`src/rtl/dff_fault_monitor_pkg.sv`:
```
// dff_monitor_pkg
//   Shared types and constants for the flip-flop fault monitor:
//   - state_t : controller states (IDLE, WRITE, SETTLE, MONITOR)
//   - evt_t   : one logged flip event at the default array/timestamp widths
//   - FC_MAX  : saturation value of the 16-bit fault counter
//   - sat_inc : saturating increment for the fault counter
package dff_monitor_pkg;

  localparam int EVT_N    = 8;
  localparam int EVT_TS_N = 32;

  localparam logic [15:0] FC_MAX = 16'hFFFF;

  typedef enum logic [1:0] {
    IDLE,
    WRITE,
    SETTLE,
    MONITOR
  } state_t;

  typedef struct packed {
    logic [EVT_N-1:0]    mask;   // bits that changed
    logic [EVT_N-1:0]    value;  // array value after the change
    logic [EVT_TS_N-1:0] stamp;  // cycles since arming
  } evt_t;

  function automatic logic [15:0] sat_inc(input logic [15:0] v);
    return (v == FC_MAX) ? v : v + 16'd1;
  endfunction

endpackage

```
`src/rtl/dff_fault_monitor_if.sv`:
```
// dff_fault_monitor_if
//   Event stream from the fault monitor to the host/reporting logic.
//   evt_valid  : an event is at the FIFO head
//   evt_ready  : consumer accepts the head event
//   evt_mask   : bits that changed
//   evt_value  : array value after the change
//   evt_time   : cycles since arming
//   master = monitor side, slave = consumer side.
interface dff_fault_monitor_if #(
  parameter int N    = 8,
  parameter int TS_N = 32
) ();

  logic            evt_valid;
  logic            evt_ready;
  logic [N-1:0]    evt_mask;
  logic [N-1:0]    evt_value;
  logic [TS_N-1:0] evt_time;

  modport master (
    output evt_valid,
    output evt_mask,
    output evt_value,
    output evt_time,
    input  evt_ready
  );

  modport slave (
    input  evt_valid,
    input  evt_mask,
    input  evt_value,
    input  evt_time,
    output evt_ready
  );

endinterface

```
`src/rtl/dff_fault_monitor_event_fifo.sv`:
```
// event_fifo
//   Synchronous FIFO holding flip events.
//   clk, reset : clock, asynchronous active-high reset (pointers/count only)
//   push, din  : write request and payload; accepted when not full, or when
//                full and a pop happens in the same cycle
//   pop        : read request; ignored when empty
//   dout       : head entry, stable until popped
//   full/empty : occupancy flags
//   DEPTH must be a power of two so the pointers wrap naturally.
module event_fifo #(
  parameter int DEPTH = 4,
  parameter int W     = 48
) (
  input  logic         clk,
  input  logic         reset,
  input  logic         push,
  input  logic         pop,
  input  logic [W-1:0] din,
  output logic [W-1:0] dout,
  output logic         full,
  output logic         empty
);

  localparam int AW = (DEPTH > 1) ? $clog2(DEPTH) : 1;
  localparam logic [AW:0] FULL_CNT = (AW+1)'(DEPTH);

  logic [W-1:0]  mem [DEPTH];
  logic [AW-1:0] wr_ptr;
  logic [AW-1:0] rd_ptr;
  logic [AW:0]   count;
  logic          do_push;
  logic          do_pop;

  assign full    = (count == FULL_CNT);
  assign empty   = (count == '0);
  assign do_pop  = pop && !empty;
  assign do_push = push && (!full || do_pop);
  assign dout    = mem[rd_ptr];

  // NOTE: sequential state is updated with non-blocking assignments so every
  // flop samples the pre-edge values, independent of statement order.
  always_ff @(posedge clk or posedge reset) begin
    if (reset) begin
      wr_ptr <= '0;
      rd_ptr <= '0;
      count  <= '0;
    end else begin
      if (do_push) wr_ptr <= wr_ptr + AW'(1);
      if (do_pop)  rd_ptr <= rd_ptr + AW'(1);
      case ({do_push, do_pop})
        2'b10:   count <= count + (AW+1)'(1);
        2'b01:   count <= count - (AW+1)'(1);
        default: count <= count;
      endcase
    end
  end

  // NOTE: the storage array has no reset; only pointers/count define which
  // entries are valid, so clearing the data would cost logic for nothing.
  always_ff @(posedge clk) begin
    if (do_push) mem[wr_ptr] <= din;
  end

endmodule

```
`src/rtl/dff_fault_monitor.sv`:
```
// dff_fault_monitor
//   Write-and-watch controller for the laser-target flip-flop array. Loads a
//   pattern through ff_en/ff_d, waits SETTLE_CYCLES for the debounced output
//   to settle, then logs every change of the synchronized array output as a
//   timestamped event into a small FIFO drained through the evt interface.
//
//   clk, reset   : 100 MHz clock, asynchronous active-high reset
//   start, stop  : one-cycle control pulses (stop wins over start)
//   pattern      : value to load into the array
//   ff_en, ff_d  : write port to the array (one-cycle pulse in WRITE)
//   ff_q_db      : debounced array output, asynchronous, 2-flop synchronized
//   busy, armed  : state != IDLE, state == MONITOR
//   overflow     : sticky, an event was dropped on a full FIFO
//   fault_count  : saturating count of detected events, dropped ones included
//   evt          : event stream (valid/ready, mask, value, time)
//
//   Optional: define DFF_MONITOR_AUTO_RESTORE_EN to rewrite the array and
//   re-settle after every event (timestamp keeps running across the
//   re-settle). Without it the block stays in MONITOR and tracks the faulted
//   value so only further changes are logged.
module dff_fault_monitor
  import dff_monitor_pkg::*;
#(
  parameter int N             = EVT_N,
  parameter int SETTLE_CYCLES = 20004,
  parameter int SETTLE_N      = 15,
  parameter int TS_N          = EVT_TS_N,
  parameter int FIFO_DEPTH    = 4
) (
  input  logic                clk,
  input  logic                reset,
  input  logic                start,
  input  logic                stop,
  input  logic [N-1:0]        pattern,
  output logic                ff_en,
  output logic [N-1:0]        ff_d,
  input  logic [N-1:0]        ff_q_db,
  output logic                busy,
  output logic                armed,
  output logic                overflow,
  output logic [15:0]         fault_count,
  dff_fault_monitor_if.master evt
);

  typedef struct packed {
    logic [N-1:0]    mask;
    logic [N-1:0]    value;
    logic [TS_N-1:0] stamp;
  } evt_w_t;

  localparam logic [SETTLE_N-1:0] SETTLE_LAST = SETTLE_N'(SETTLE_CYCLES - 1);

  state_t              state;
  logic [N-1:0]        exp_r;
  logic [N-1:0]        last_q;
  logic [N-1:0]        q_s1;
  logic [N-1:0]        q_s;
  logic [SETTLE_N-1:0] settle_cnt;
  logic [TS_N-1:0]     ts;
  logic                ev_pend;
  evt_w_t              ev_data;
  evt_w_t              head;
  logic                fifo_full;
  logic                fifo_empty;
  logic                fifo_pop;
  logic                fifo_drop;
  logic                changed;
`ifdef DFF_MONITOR_AUTO_RESTORE_EN
  logic                restore_r;  // current settle follows an auto-restore
`endif

  // Two-flop synchronizer: q_s is the only consumer-visible copy of ff_q_db.
  always_ff @(posedge clk or posedge reset) begin
    if (reset) begin
      q_s1 <= '0;
      q_s  <= '0;
    end else begin
      q_s1 <= ff_q_db;
      q_s  <= q_s1;
    end
  end

  assign changed   = (q_s != last_q);
  assign fifo_pop  = evt.evt_valid && evt.evt_ready;
  // A pop in the same cycle frees a slot, so only a full FIFO without pop drops.
  assign fifo_drop = ev_pend && fifo_full && !fifo_pop;

  always_ff @(posedge clk or posedge reset) begin
    if (reset) begin
      state       <= IDLE;
      exp_r       <= '0;
      last_q      <= '0;
      settle_cnt  <= '0;
      ts          <= '0;
      ev_pend     <= 1'b0;
      ev_data     <= '0;
      ff_en       <= 1'b0;
      ff_d        <= '0;
      overflow    <= 1'b0;
      fault_count <= '0;
`ifdef DFF_MONITOR_AUTO_RESTORE_EN
      restore_r   <= 1'b0;
`endif
    end else begin
      ev_pend <= 1'b0;
      ff_en   <= 1'b0;
      ff_d    <= '0;

      if (fifo_drop) overflow <= 1'b1;

      // Compare stage: one event per cycle, multi-bit changes merged.
      if (state == MONITOR) begin
        ts <= ts + TS_N'(1);
        if (changed) begin
          ev_pend       <= 1'b1;
          ev_data.mask  <= q_s ^ last_q;
          ev_data.value <= q_s;
          ev_data.stamp <= ts;
          last_q        <= q_s;
          fault_count   <= sat_inc(fault_count);
        end
      end

      case (state)
        IDLE: begin
          if (start && !stop) begin
            state       <= WRITE;
            exp_r       <= pattern;
            ff_en       <= 1'b1;
            ff_d        <= pattern;
            overflow    <= 1'b0;
            fault_count <= '0;
            ts          <= '0;
`ifdef DFF_MONITOR_AUTO_RESTORE_EN
            restore_r   <= 1'b0;
`endif
          end
        end

        WRITE: begin
          if (stop) begin
            state <= IDLE;
          end else begin
            state      <= SETTLE;
            settle_cnt <= '0;
          end
        end

        SETTLE: begin
          if (stop) begin
            state <= IDLE;
          end else if (settle_cnt == SETTLE_LAST) begin
            state  <= MONITOR;
            last_q <= exp_r;
`ifdef DFF_MONITOR_AUTO_RESTORE_EN
            if (!restore_r) ts <= '0;
            restore_r <= 1'b0;
`else
            ts     <= '0;
`endif
          end else begin
            settle_cnt <= settle_cnt + SETTLE_N'(1);
          end
        end

        MONITOR: begin
          if (stop) begin
            state <= IDLE;
          end else if (start) begin
            state <= WRITE;
            exp_r <= pattern;
            ff_en <= 1'b1;
            ff_d  <= pattern;
`ifdef DFF_MONITOR_AUTO_RESTORE_EN
            restore_r <= 1'b0;
          end else if (changed) begin
            // Rewrite the array with the expected pattern and re-settle.
            state     <= WRITE;
            ff_en     <= 1'b1;
            ff_d      <= exp_r;
            restore_r <= 1'b1;
`endif
          end
        end

        default: state <= IDLE;
      endcase
    end
  end

  event_fifo #(
    .DEPTH (FIFO_DEPTH),
    .W     ($bits(evt_w_t))
  ) u_fifo (
    .clk   (clk),
    .reset (reset),
    .push  (ev_pend),
    .pop   (fifo_pop),
    .din   (ev_data),
    .dout  (head),
    .full  (fifo_full),
    .empty (fifo_empty)
  );

  assign busy          = (state != IDLE);
  assign armed         = (state == MONITOR);
  assign evt.evt_valid = !fifo_empty;
  // Fields read as zero when no event is held, so reset leaves all outputs 0.
  assign evt.evt_mask  = fifo_empty ? '0 : head.mask;
  assign evt.evt_value = fifo_empty ? '0 : head.value;
  assign evt.evt_time  = fifo_empty ? '0 : head.stamp;

endmodule

```
`src/flat_wrapper.sv`:
```
// flat-port wrapper written by rule: the top's interface ports become plain ports
module dff_fault_monitor_flat import dff_monitor_pkg::*;
#(
  parameter int N             = EVT_N,
  parameter int SETTLE_CYCLES = 20004,
  parameter int SETTLE_N      = 15,
  parameter int TS_N          = EVT_TS_N,
  parameter int FIFO_DEPTH    = 4
)
  (clk, reset, start, stop, pattern, ff_en, ff_d, ff_q_db, busy, armed, overflow, fault_count, evt_evt_valid, evt_evt_mask, evt_evt_value, evt_evt_time, evt_evt_ready);
  dff_fault_monitor_if #(.N(N), .TS_N(TS_N)) evt_i ();
  input  logic clk;
  input  logic reset;
  input  logic start;
  input  logic stop;
  input  logic [N-1:0] pattern;
  output logic ff_en;
  output logic [N-1:0] ff_d;
  input  logic [N-1:0] ff_q_db;
  output logic busy;
  output logic armed;
  output logic overflow;
  output logic [15:0] fault_count;
  output wire logic [$bits(evt_i.evt_valid)-1:0] evt_evt_valid;
  output wire logic [$bits(evt_i.evt_mask)-1:0] evt_evt_mask;
  output wire logic [$bits(evt_i.evt_value)-1:0] evt_evt_value;
  output wire logic [$bits(evt_i.evt_time)-1:0] evt_evt_time;
  input wire logic [$bits(evt_i.evt_ready)-1:0] evt_evt_ready;
  assign evt_evt_valid = evt_i.evt_valid;
  assign evt_evt_mask = evt_i.evt_mask;
  assign evt_evt_value = evt_i.evt_value;
  assign evt_evt_time = evt_i.evt_time;
  assign evt_i.evt_ready = evt_evt_ready;
  dff_fault_monitor #(.N(N), .SETTLE_CYCLES(SETTLE_CYCLES), .SETTLE_N(SETTLE_N), .TS_N(TS_N), .FIFO_DEPTH(FIFO_DEPTH)) u_core (.clk(clk), .reset(reset), .start(start), .stop(stop), .pattern(pattern), .ff_en(ff_en), .ff_d(ff_d), .ff_q_db(ff_q_db), .busy(busy), .armed(armed), .overflow(overflow), .fault_count(fault_count), .evt(evt_i));
endmodule
```
`config.mk`:
```
export PLATFORM = sky130hd
export DESIGN_NAME = dff_fault_monitor_flat
export DESIGN_NICKNAME = d
export VERILOG_FILES = /design/src/rtl/dff_fault_monitor_pkg.sv /design/src/rtl/dff_fault_monitor_if.sv /design/src/rtl/dff_fault_monitor_event_fifo.sv /design/src/rtl/dff_fault_monitor.sv /design/src/flat_wrapper.sv
export SDC_FILE = /design/constraint.sdc
export NUM_CORES = 1
export LEC_CHECK = 0
export BUFFER_PORTS_ARGS = -buffer_cell sky130_fd_sc_hd__clkbuf_2
export CAP_MARGIN = 20
export CORE_ASPECT_RATIO = 0.9
export CORE_MARGIN = 4
export CORE_UTILIZATION = 39
export DETAILED_ROUTE_END_ITERATION = 8
export GPL_ROUTABILITY_DRIVEN = 0
export HOLD_SLACK_MARGIN = 0.05
export PLACE_DENSITY_LB_ADDON = 0.25
export REMOVE_ABC_BUFFERS = 1
export SETUP_SLACK_MARGIN = 0.5
export SLEW_MARGIN = 20
export SYNTH_ARGS = -nofsm -noshare
export SYNTH_HDL_FRONTEND = slang
export SYNTH_HIERARCHICAL = 1
export SYNTH_SLANG_ARGS = --single-unit
```
`constraint.sdc`:
```
create_clock -name clk -period 5 [get_ports clk]
set_input_delay 0.25 -clock clk [delete_from_list [all_inputs] [get_ports clk]]
set_output_delay 0.25 -clock clk [all_outputs]
set_load 0.02 [all_outputs]
```
==> key figures, run 1 <==
Outcome
  • Outcome: completed

Synthesis
  • Ys async rst share: 0.459
  • Synth warn: 6
  • Yosys cell types: 69
  • Number of synthesized flops with an enable pin: ~190
  • Syn Std Cell Area: approximately 15000 um2
  • Avg Synthesized Cell Area: 14.1 um2
  • Yosys top cell by area: edfxtp_1
  • Dominant synthesized flop cell: edfxtp_1
  • Number of synthesized register bits: 355
  • Synth top area share: 0.395
  • Post-synthesis cell count: 1034
  • Area contributors post-synth: edfxtp_1 40%, dfrtp_1 28%, mux4_2 7.4%
  • Register area share after synthesis: 0.675

Layout
  • Filler cells: approximately 3300
  • Final Instance Count excl. Fillers: 1659
  • Layout cells sized above 1: 0.209
  • Net count, final: roughly 1200
  • Area Overhead vs Synth: 16.4%
  • Design area: 17000 um2
  • Highest-count cells in the layout ignoring fill and taps: 192 x edfxtp_1, 161 x dfrtp_1, 158 x nand2_1
  • Most common cell after layout, fill and taps aside: edfxtp_1

GRT
  • Vias in the first global route: 8779
  • Largest net degree at the start of global routing: 67
  • Antenna violations before repair: 1
  • GRT Residual Overflow: 0
  • GRT Util Overall: 0.147
  • First-pass GRT wire length: 47800 um

Routing
  • Initial drt markers: 595
  • 1st-pass router iterations: 5
  • Final wirelength: just under 30000 um
  • Final ANT Viol Nets: 0
  • Vias: around 8500
  • Wirelength per Cell: 17.5 um
  • DR DRC count: 0
  • Vias/cell: 5.15

Floorplanning
  • Die X-Extent: 212 um
  • IO Count: 98
  • Die Span Y: 191 um
  • Starting Density: 0.400
  • FP Rows: 66
  • Die ar.: 40600 um2
  • Core Footprint: 36500 um2

Timing
  • Relative slew slack: 0.338
  • Final Skew: 0.0197 ns
  • Setup_tns: 0 ns
  • WHS: 0.214 ns
  • Slew of the pin with the lowest slew margin: 0.994 ns
  • Fmax: 0.330 GHz
  • Max Slew Vio Count: 0
  • Final hold vios: 0
  • Final Critical Period: between 3 and 4 ns
  • RSZ-0062 raised after global routing: no
  • Tcrit/Tclk final: 0.606
  • Final count of negative-setup-slack endpoints: 0

Setup path
  • Slowest CP cell: dfrtp_4
  • Critical Path Max Stage Delay: between 0.9 and 1 ns
  • Worst Path Class, Setup: reg -> out
  • Worst Setup SP: u_core/u_fifo/rd_ptr[0]
  • Flop2flop setup slack: between 2 and 2.5 ns
  • Nature of the critical path startpoint: flip-flop
  • Worst reg2reg path depth: 6
  • CP Capture Type: output pin
  • CP Data Required Time: 4.75 ns
  • CP max FO: 35
  • Reg2Reg Capture Point: u_core/fault_count[2]
  • Crit path arrival time: 2.78 ns
  • Reg-to-Reg Start: u_core/state[0]
  • Critical Path End: evt_evt_time[10]
  • CP Cell Sequence: buf_4, mux4_2, nor2b_1, clkbuf_2

Clock tree
  • Clock-pin transition on the worst setup and hold timing paths: 0.06 ns
  • Worst skew pair latency: 0.52 ns
  • Clock sink count: 355
  • Root buffer cell: clkbuf_16
  • Post-CTS Setup Bufs: 0
  • CTS H-tree depth: 2
  • CTS Buf Count: 37
  • CTS tree: yes
  • Bufs on Longest Clock Path: 3

Power
  • P_leak: 6.76 nW
  • Worst VDD drop: 0.275 mV
  • PD cells: slightly above 500 nW/um2

Placed design
  • Number of port buffers: 97
  • Placed cell areas: 15600 um2
  • Dpl hpwl: 17300 um
  • Placed cells: about 1600

Flow run
  • # Max-Cap Violations: 0

Hold path
  • Hold Crit Class: in -> reg
  • Worst hold stages: 4
==> state kept, by name, indices dropped and copies added (netlist names), 3 cells and up <==
register	count
u_core/ev_data	48
u_core/exp_r	8
u_core/fault_count	16
u_core/ff_d	8
u_core/last_q	8
u_core/q_s	8
u_core/q_s1	8
u_core/settle_cnt	15
u_core/ts	32
u_core/u_fifo/count	3
u_core/u_fifo/mem	192
==> Yosys cell counts (6+ instances only) <==
master / n
edfxtp_1: 192
dfrtp_1: 163
nand2_1: 158
nor2_1: 61
nor2b_1: 52
mux4_2: 48
nand4_1: 26
xor2_1: 24
xnor2_1: 22
inv_1: 21
a21oi_1: 20
clkbuf_1: 19
nand3_1: 19
buf_2: 18
o21ai_0: 16
nor3_1: 15
ha_1: 12
and2_1: 11
a31oi_1: 10
mux2_2: 10
and4_1: 9
or3_1: 8
or4_1: 7
buf_1: 6
mux2i_1: 6
nor4_1: 6
==> critical path, delay by kind of cell (launching register included) <==
family / cells / cell delay, ns
buf+inv: 2 / 0.62
simple gates: 1 / 0.15
mux: 1 / 0.56
flops: 1 / 0.93
==> cell type report <==
type | count | area (um2) | share of cell area
antenna | 1 | 2.50 | 0.000147
clock buffer | 52 | 1060 | 0.0626
clock inverter | 16 | 174 | 0.0102
inverter | 22 | 87.6 | 0.00516
multi-input combinational | 613 | 4480 | 0.264
sequential | 355 | 9850 | 0.580
tap | 476 | 596 | 0.0351
timing repair buffer | 124 | 731 | 0.0430
==> how the worst min path moves through the flow <==
stage / from / endpoint / slack [ns]
3_3_place_gp: reset / u_core/u_fifo/count[2] / 0.27
4_1_cts: stop / u_core/state[0] / 0.19
6_report: stop / u_core/state[0] / 0.21
3_5_place_dp: reset / u_core/u_fifo/count[2] / 0.28
5_1_grt: stop / u_core/state[0] / 0.24
2_1_floorplan: reset / u_core/u_fifo/count[0] / 0.05
==> through the flow <==
stage          utilization  setup slack, ns  power, mW
5_1_grt              0.465             1.74       9.30
3_3_place_gp         0.427             2.18       6.15
3_5_place_dp         0.427             2.06       6.18
4_1_cts              0.465             1.86       8.97
6_report             0.465             1.97       8.81
2_1_floorplan            -           0.0712       5.39
==> per-layer routing <==
layer,share of wire,track usage,up-vias
met4,0.015,0.0334,0
met5,0,0,-
met1,0.47,0.212,4348
met3,0.047,0.0264,35
met2,0.47,0.237,163
li1,-,-,3994
==> repair_timing <==
| action | in CTS | in global routing |
|---|---|---|
| resized for setup | 0 | 0 |
| hold endpoints to repair | 79 | 0 |
| hold buffers | 17 | 0 |
==> kinds of logic after synthesis <==
family / count (synthesis) / synth area share
buf+inv: 66 / 0.0190
flops: 355 / 0.675
mux: 66 / 0.0880
xor+xnor: 46 / 0.0276
simple gates: 407 / 0.143
compound gates: 81 / 0.0360
fa+ha+maj: 13 / 0.0117
==> report_power, final <==
part / switching, mW / internal [mW]
Clock: 1.10 / 1.65
Combinational: 1.25 / 0.929
Sequential: 0.392 / 3.49
Note: power is estimated with default switching activity, not from simulation.
==> run 2: changes to the inputs <==
clock period = 2.8 ns   (was 5 ns; I/O delays follow)
==> key figures, run 2 (synthesis results as in run 1) <==
Hold path
  • Worst hold stages: 4
  • Hold Crit Class: in -> reg
  • Worst Hold End: u_core/u_fifo/rd_ptr[0]
  • Min-delay src: evt_evt_ready

Placed design
  • Dpl hpwl: 18800 um
  • Number of port buffers: 97
  • Placed cell areas: 15800 um2
  • Setup WS pre-CTS: 0.573 ns
  • Placed cells: 1597

Power
  • Worst VDD drop: 0.410 mV
  • PD cells: 923 nW/um2
  • Final Power: 15.9 mW
  • P_leak: 6.91 nW

Setup path
  • Slowest CP cell: mux4_2
  • Reg-to-Reg Start: u_core/u_fifo/count[0]
  • CP Capture Type: output pin
  • Worst reg2reg path depth: 8
  • CP Data Required Time: 2.66 ns
  • Critical path buffers and inverters: 2
  • Nature of the critical path startpoint: flip-flop
  • Worst Path Class, Setup: reg -> out
  • CP Cell Sequence: buf_12, mux4_2, nor2b_1, clkbuf_2
  • Critical Path Max Stage Delay: approximately 0.57 ns
  • Crit path arrival time: 2.12 ns
  • Flop2flop setup slack: 0.67 ns
  • Reg2Reg Capture Point: u_core/u_fifo/count[2]
  • CP max FO: 18
  • Largest delay share family, worst path: multiplexers

Layout
  • Net count, final: 1214
  • Highest-count cells in the layout ignoring fill and taps: 192 x edfxtp_1, 160 x dfrtp_1, 158 x nand2_1
  • Layout cells sized above 1: 0.227
  • Filler cells: around 3200
  • Antenna cells: 0
  • Utilization after layout: 0.473
  • Max reg flops: 192
  • Design area: 17300 um2
  • Most common cell after layout, fill and taps aside: edfxtp_1
  • Final Instance Count excl. Fillers: ~1700
  • Biggest regs: u_core/u_fifo/mem x192, u_core/ev_data x48, u_core/ts x32
  • Most flops, register: u_core/u_fifo/mem
  • Area Overhead vs Synth: 18.3%

Floorplanning
  • IO Count: 98
  • FP Rows: 66
  • Die ar.: 40600 um2
  • Core Footprint: about 37000 um2
  • Die X-Extent: 212 um
  • Die Span Y: 191 um
  • Starting Density: 0.400

Routing
  • Vias/cell: 5.07
  • Vias: 8544
  • Initial drt markers: 552
  • DR DRC count: 0
  • Wirelength per Cell: 17.7 um
  • 1st-pass router iterations: 4
  • Final wirelength: 29800 um
  • Final ANT Viol Nets: 0

Clock tree
  • Clock-pin transition on the worst setup and hold timing paths: 0.06 ns
  • Worst skew pair latency: 0.52 ns
  • CTS Buf Count: 39
  • CTS H-tree depth: 2
  • Root buffer cell: clkbuf_16
  • Clock sink count: 355
  • CTS tree: yes
  • Bufs on Longest Clock Path: 3

GRT
  • Largest net degree at the start of global routing: 50
  • GRT Residual Overflow: 0
  • Antenna violations before repair: 0
  • Global routing's busiest layer: met2
  • GR Util met2: 0.234
  • First-pass GRT wire length: 49100 um
  • Vias in the first global route: 8870
  • GRT met1 Usage: 0.220
  • Global-route met3 utilization: 0.0287
  • GRT Util Overall: 0.151

Timing
  • RSZ-0062 raised after global routing: yes
  • Final count of negative-setup-slack endpoints: 0
  • Tcrit/Tclk final: 0.807
  • Slew of the pin with the lowest slew margin: ~0.78 ns
  • Setup_tns: 0 ns
  • Max Slew Vio Count: 0
  • Final hold vios: 0
  • Final Skew: 0.0175 ns
  • WHS: 0.104 ns
  • Final setup margin: 0.540 ns
  • Relative slew slack: 0.482
  • Fmax: 0.443 GHz
  • Final Critical Period: 2.26 ns

Outcome
  • Outcome: completed

Flow run
  • # Max-Cap Violations: 0
run 2: worst register-to-register path: cells and delay by family (launching register included):
family / cells / cell delay (ns)
DFF: 1 / 0.44
adders and majority gates: 1 / 0.44
and+or+nand+nor: 6 / 0.94
AOI/OAI and AO/OA: 1 / 0.18
run 2: final cells by class:
cell class / count / area (um2) / share of cell area
flip-flops and latches: 355 / 9850 / 0.571
multi-input cells: 613 / 4490 / 0.260
clock buffers: 52 / 1030 / 0.0599
repair buffers: 149 / 1020 / 0.0589
well taps: 476 / 596 / 0.0345
clock inverters: 19 / 190 / 0.0110
inverters: 22 / 87.6 / 0.00507
run 2: timing repair:
| item | 4_1_cts | 5_1_grt |
|---|---|---|
| gates resized for setup | 2 | 9 |
| setup endpoints to repair | 40 | 106 |
| pin swaps | 0 | 0 |
| buffers inserted | 1 | 0 |
| hold buffers | 17 | 0 |
| endpoints found under the hold margin | 65 | 0 |
run 2: how the worst max path moves through the flow:
stage / startpoint / slack, ns / depth (start not counted) / endpoint
6_report: u_core/u_fifo/rd_ptr[0] / 0.54 / 4 / evt_evt_time[3]
4_1_cts: u_core/u_fifo/rd_ptr[0] / 0.45 / 4 / evt_evt_time[4]
2_1_floorplan: u_core/u_fifo/count[0] / -2.13 / 4 / u_core/u_fifo/mem[0][0]
3_5_place_dp: u_core/u_fifo/count[1] / 0.57 / 8 / u_core/u_fifo/count[2]
5_1_grt: u_core/u_fifo/rd_ptr[0] / 0.46 / 4 / evt_evt_mask[6]
3_3_place_gp: u_core/q_s[2] / 0.62 / 6 / u_core/last_q[7]
run 2: metal layers:
metal  vias to the layer above  routed length [um]  share of wire
li1                       4050                   -              -
met1                      4283               14100           0.47
met2                       170               13700           0.46
met3                        41                1310          0.044
met4                         0                 667          0.022
met5                         -                   0              0
run 2: report_power, final:
group | switching [mW] | internal, mW | total, mW
Sequential | 0.476 | 6.24 | 6.72
Clock | 1.99 | 2.89 | 4.88
Combinational | 2.51 | 1.82 | 4.33
Total | 4.98 | 10.9 | 15.9
